$ cat src/rtl/pipe_reg_bank.sv
// pipe_reg_bank: per-channel holding register feeding a DEPTH-stage delay line with fresh flags.
// Define PIPE_REG_BANK_PARITY_EN to add even parity per stage and a sticky parity_err output.
module pipe_reg_bank #(
    parameter int unsigned DATA_WIDTH = 32,
    parameter int unsigned NUM_PORTS  = 2,
    parameter int unsigned DEPTH      = 2
) (
    input  logic                            clk,
    input  logic                            reset,
    input  logic [NUM_PORTS-1:0]            load,
    input  logic                            stall,
    input  logic                            flush,
    input  logic [NUM_PORTS*DATA_WIDTH-1:0] data_in,
    output logic [NUM_PORTS*DATA_WIDTH-1:0] data_out,
    output logic [NUM_PORTS-1:0]            fresh_out,
`ifdef PIPE_REG_BANK_PARITY_EN
    output logic [NUM_PORTS-1:0]            parity_err,
`endif
    output logic [NUM_PORTS*DATA_WIDTH-1:0] hold_out
);

    logic [NUM_PORTS-1:0][DATA_WIDTH-1:0]            hold_q;
    logic [NUM_PORTS-1:0][DEPTH-1:0][DATA_WIDTH-1:0] stage_q;
    logic [NUM_PORTS-1:0][DEPTH-1:0]                 fresh_q;
    logic [NUM_PORTS-1:0][DATA_WIDTH-1:0]            s0_d;

    // Value entering stage 0: a new load, otherwise the held value recirculates.
    always_comb begin
        s0_d = '0;
        for (int unsigned c = 0; c < NUM_PORTS; c++) begin
            s0_d[c] = load[c] ? data_in[c*DATA_WIDTH +: DATA_WIDTH] : hold_q[c];
        end
    end

    always_ff @(posedge clk or negedge reset) begin
        if (!reset) begin
            hold_q  <= '0;
            stage_q <= '0;
            fresh_q <= '0;
        end else if (flush) begin
            fresh_q <= '0;
        end else if (!stall) begin
            for (int unsigned c = 0; c < NUM_PORTS; c++) begin
                if (load[c]) begin
                    hold_q[c] <= data_in[c*DATA_WIDTH +: DATA_WIDTH];
                end
                stage_q[c][0] <= s0_d[c];
                fresh_q[c][0] <= load[c];
                for (int unsigned k = 1; k < DEPTH; k++) begin
                    stage_q[c][k] <= stage_q[c][k-1];
                    fresh_q[c][k] <= fresh_q[c][k-1];
                end
            end
        end
    end

`ifdef PIPE_REG_BANK_PARITY_EN
    logic [NUM_PORTS-1:0][DEPTH-1:0] par_q;
    logic [NUM_PORTS-1:0]            perr_q;

    always_ff @(posedge clk or negedge reset) begin
        if (!reset) begin
            par_q  <= '0;
            perr_q <= '0;
        end else if (flush) begin
            perr_q <= '0;
        end else if (!stall) begin
            for (int unsigned c = 0; c < NUM_PORTS; c++) begin
                par_q[c][0] <= ^s0_d[c];
                for (int unsigned k = 1; k < DEPTH; k++) begin
                    par_q[c][k] <= par_q[c][k-1];
                end
                if ((^stage_q[c][DEPTH-1]) != par_q[c][DEPTH-1]) begin
                    perr_q[c] <= 1'b1;
                end
            end
        end
    end

    assign parity_err = perr_q;
`endif

    always_comb begin
        data_out  = '0;
        hold_out  = '0;
        fresh_out = '0;
        for (int unsigned c = 0; c < NUM_PORTS; c++) begin
            data_out[c*DATA_WIDTH +: DATA_WIDTH] = stage_q[c][DEPTH-1];
            hold_out[c*DATA_WIDTH +: DATA_WIDTH] = hold_q[c];
            fresh_out[c]                         = fresh_q[c][DEPTH-1];
        end
    end

endmodule

$ cat config.mk
export PLATFORM = sky130hd
export DESIGN_NAME = pipe_reg_bank
export DESIGN_NICKNAME = d
export VERILOG_FILES = /design/src/rtl/pipe_reg_bank.sv
export SDC_FILE = /design/constraint.sdc
export NUM_CORES = 1
export LEC_CHECK = 0
export BUFFER_PORTS_ARGS = -buffer_cell sky130_fd_sc_hd__buf_2
export CORE_ASPECT_RATIO = 0.6
export CORE_MARGIN = 10
export CORE_UTILIZATION = 52
export CTS_CLUSTER_DIAMETER = 80
export DETAILED_ROUTE_END_ITERATION = 8
export PLACE_DENSITY = 0.93
export SETUP_SLACK_MARGIN = 0.02
export SYNTH_ARGS = -nofsm -noshare
export SYNTH_HDL_FRONTEND = slang
export SYNTH_SLANG_ARGS = --single-unit
export TNS_END_PERCENT = 100
$ cat constraint.sdc
create_clock -name clk -period 1.8 [get_ports clk]
set_input_delay 0.09 -clock clk [delete_from_list [all_inputs] [get_ports clk]]
set_output_delay 0.09 -clock clk [all_outputs]
set_load 0.02 [all_outputs]
==> impl_results.md <==
- Synth unique cells: 9
- Hold endpoint: fresh_q[2]
- Worst IR Drop VDD: 0.813 mV
- Design Power: 0.0102 W
- RSZ-0062 raised after global routing: no
- Most frequent cell after synthesis: dfrtp_1
- First-pass GRT wire length: 23800 µm
- Asr flop ratio synth: 100%
- Register area share after synthesis: 66.2%
- Hold buffer count at CTS: 67
- Core ar.: 0.00926 mm²
- R2r startpoint: stage_q[91]
- DR vias: 3565
- Die area: 0.0140 mm²
- Worst min-delay path startpoint: load[1]
- Reg2Reg Setup Slack: 0.95 ns
- Static Leakage: 3.51 nW
- Top cells by count, synth: dfrtp_1, mux2_2, buf_4
- CTS Sinks: 132
- Ports: 200
- #FFs+latches synth: 132
- Drt pass-1 iters: 4
- Row cnt: 27
- Final period util: 81.8%
- Number of synthesized flops with an enable pin: 0
- DR vias/cell: 5.06
- Int Pwr: 0.00675 W
- Max Fclk: 0.679 GHz
- Setup TNS: 0 ns
- Synth Instances: 287
- Layout area overhead: 46.9%
- Top_reg_cell synth: dfrtp_1
- Post_cts resized: 0
- Detailed router's first-iteration violation count: 114
- Post-layout minimum cycle time: 1.47 ns
- Yosys warnings: 0
- Post-synth design cell area: 0.00499 mm²
- Synthesized Nets: 357
- Slew Limit Fails: 0
- Remaining global-route overflow: 0
- P_sw: 0.00347 W
- Largest net degree at the start of global routing: 133
- Worst Clk Skew: 0.00672 ns
- GRT Total Usage: 22.1%
- Fin nets: 632
- Antenna violations before repair: 0
- CTS buffer count: 17
- GP Congestion: 0.778
- Comb pwr share: 27.3%
- Cell family with most CP delay: buffers and inverters
- CP cell instances: dlygate4sd3_1 > buf_2 > nor3b_4 > buf_4 > mux2_2
- Die W: 146 µm
- CP Max Fanout: 22
- Chip height: 95.9 µm
- Cell Count, Final, Fillers Out: 705
- Result of the run: finished, final reports clean
- Final Util: 79.2%
- Count of final hold-check violations: 0
- Dpl cells: 606
- IO buf count: 199
- WL per Instance: 21.7 µm
- H-tree depth: 4
- Worst path buffer plus inverter count: 3
- Worst-skew pair later-pin latency: 0.41 ns
- Slew Limit Headroom: 52.7%
- Drc violations: 0
- Post-CTS setup buffer count: 0
- FF-to-FF End: data_out[59]
- Drt total wl: 15300 µm
- Worst reg2reg path depth: 1
- Req. time, crit path: 2.09 ns
- Final ANT Viol Nets: 0
- Min-Delay Path Class: in2reg
- Final WS setup: 0.327 ns
- DP Wirelength: 9430 µm
- Leading area contributor after synthesis: dfrtp_1
- Post-synth top area share: 66.2%
- Clock power frac: 32.3%
- Worst-margin pin slew: 0.710 ns
- Vias in the first global route: 4024
- Fraction of layout cells with a size suffix above 1: 62.4%
- Clock slew at reported path FFs: 0.06 ns
- Sequential power share: 40.4%
- Starting density of the core: 53.9%
- Clk root buf: clkbuf_16
- Ranking of synthesized cells by area: dfrtp_1, mux2_2, mux2_1
- Slowest-stage cell, CP: dlygate4sd3_1
- Fillers: 504
- Worst setup EP type: flip-flop
- Pwr dens: 1390 mW/mm²
- Hold depth: 3
- Worst path arrival time: 1.76 ns
- Pre-CTS WS: 0.477 ns
- Max Cap Violations: 0
- Max incr delay on CP: 0.54 ns
- ANT cells: 0
- Final setup vio count: 0
- Sw frac: 33.9%
- Clock Path Buffers: 2
- Syn Area/Cell: 17.4 µm²
- TritonCTS clock tree: built
- Startpoint Class: input pin
- Worst Path Class, Setup: in2reg
-- layer usage --
layer	GRT usage, %	routed length (µm)
met1	25.3	6180
met2	37.0	7530
met3	10.1	1430
met4	6.63	131
met5	0	0
-- logic make-up (layout without fill, tap and decap cells) --
family	after synthesis	after routing	synth area share [%]
buffers and inverters	16	304	2.86
and+or+nand+nor	7	7	1.28
DFF	132	132	66.2
muxes	132	132	29.7
-- per-stage QoR --
stage	hold slack (ns)	instance area [µm²]
2_1_floorplan	-0.206	4990
3_3_place_gp	0.240	6090
3_5_place_dp	0.260	6090
4_1_cts	0.0101	7330
5_1_grt	0.0186	7330
6_report	0.00953	7330
-- final cells by class --
cell class | instances | area, µm² | share of cell area (%)
clock buffers | 18 | 439 | 5.99
well taps | 130 | 163 | 2.22
repair buffers | 272 | 1750 | 23.9
flip-flops and latches | 132 | 3300 | 45.1
clock inverters | 14 | 129 | 1.76
multi-input cells | 139 | 1550 | 21.1
-- worst max path at each step --
stage | cells after the start | slack (ns) | from | to
2_1_floorplan | 4 | 0.62 | flush | stage_q[65]
3_5_place_dp | 4 | 0.48 | stall | stage_q[91]
3_3_place_gp | 4 | 0.52 | flush | stage_q[85]
5_1_grt | 5 | 0.30 | flush | stage_q[87]
6_report | 5 | 0.33 | flush | stage_q[69]
4_1_cts | 5 | 0.34 | flush | stage_q[92]
-- placed cells by master, fill, tap and decap left out, drive strengths merged --
cell type	Yosys	layout
buf	16	205
dfrtp	132	132
mux2	128	128
dlygate4sd3	0	67
clkbuf	0	18
clkinv	0	6
nor2	5	5
mux2i	4	4
inv	0	4
clkinvlp	0	3
nor3b	2	2
bufinv	0	1
-- power by group through the flow --
stage	logic, W	clock network, W	registers [W]
3_5_place_dp	0.00265	0	0.00412
6_report	0.00279	0.00330	0.00413
3_3_place_gp	0.00258	0	0.00405
2_1_floorplan	0.000692	0	0.00492
4_1_cts	0.00278	0.00334	0.00408
5_1_grt	0.00296	0.00350	0.00420
-- flip-flops by register name (all words and copies together) (netlist names) --
signal,cells
stage_q,64
fresh_q,2
fresh_out,2
data_out,64
-- worst min-delay path, delay by kind of cell --
| family | cells | cell delay [ns] |
|---|---|---|
| and+or+nand+nor | 1 | 0.11 |
| muxes | 1 | 0.07 |
| buffers and inverters | 1 | 0.10 |
(Power assumes the default switching activity.)
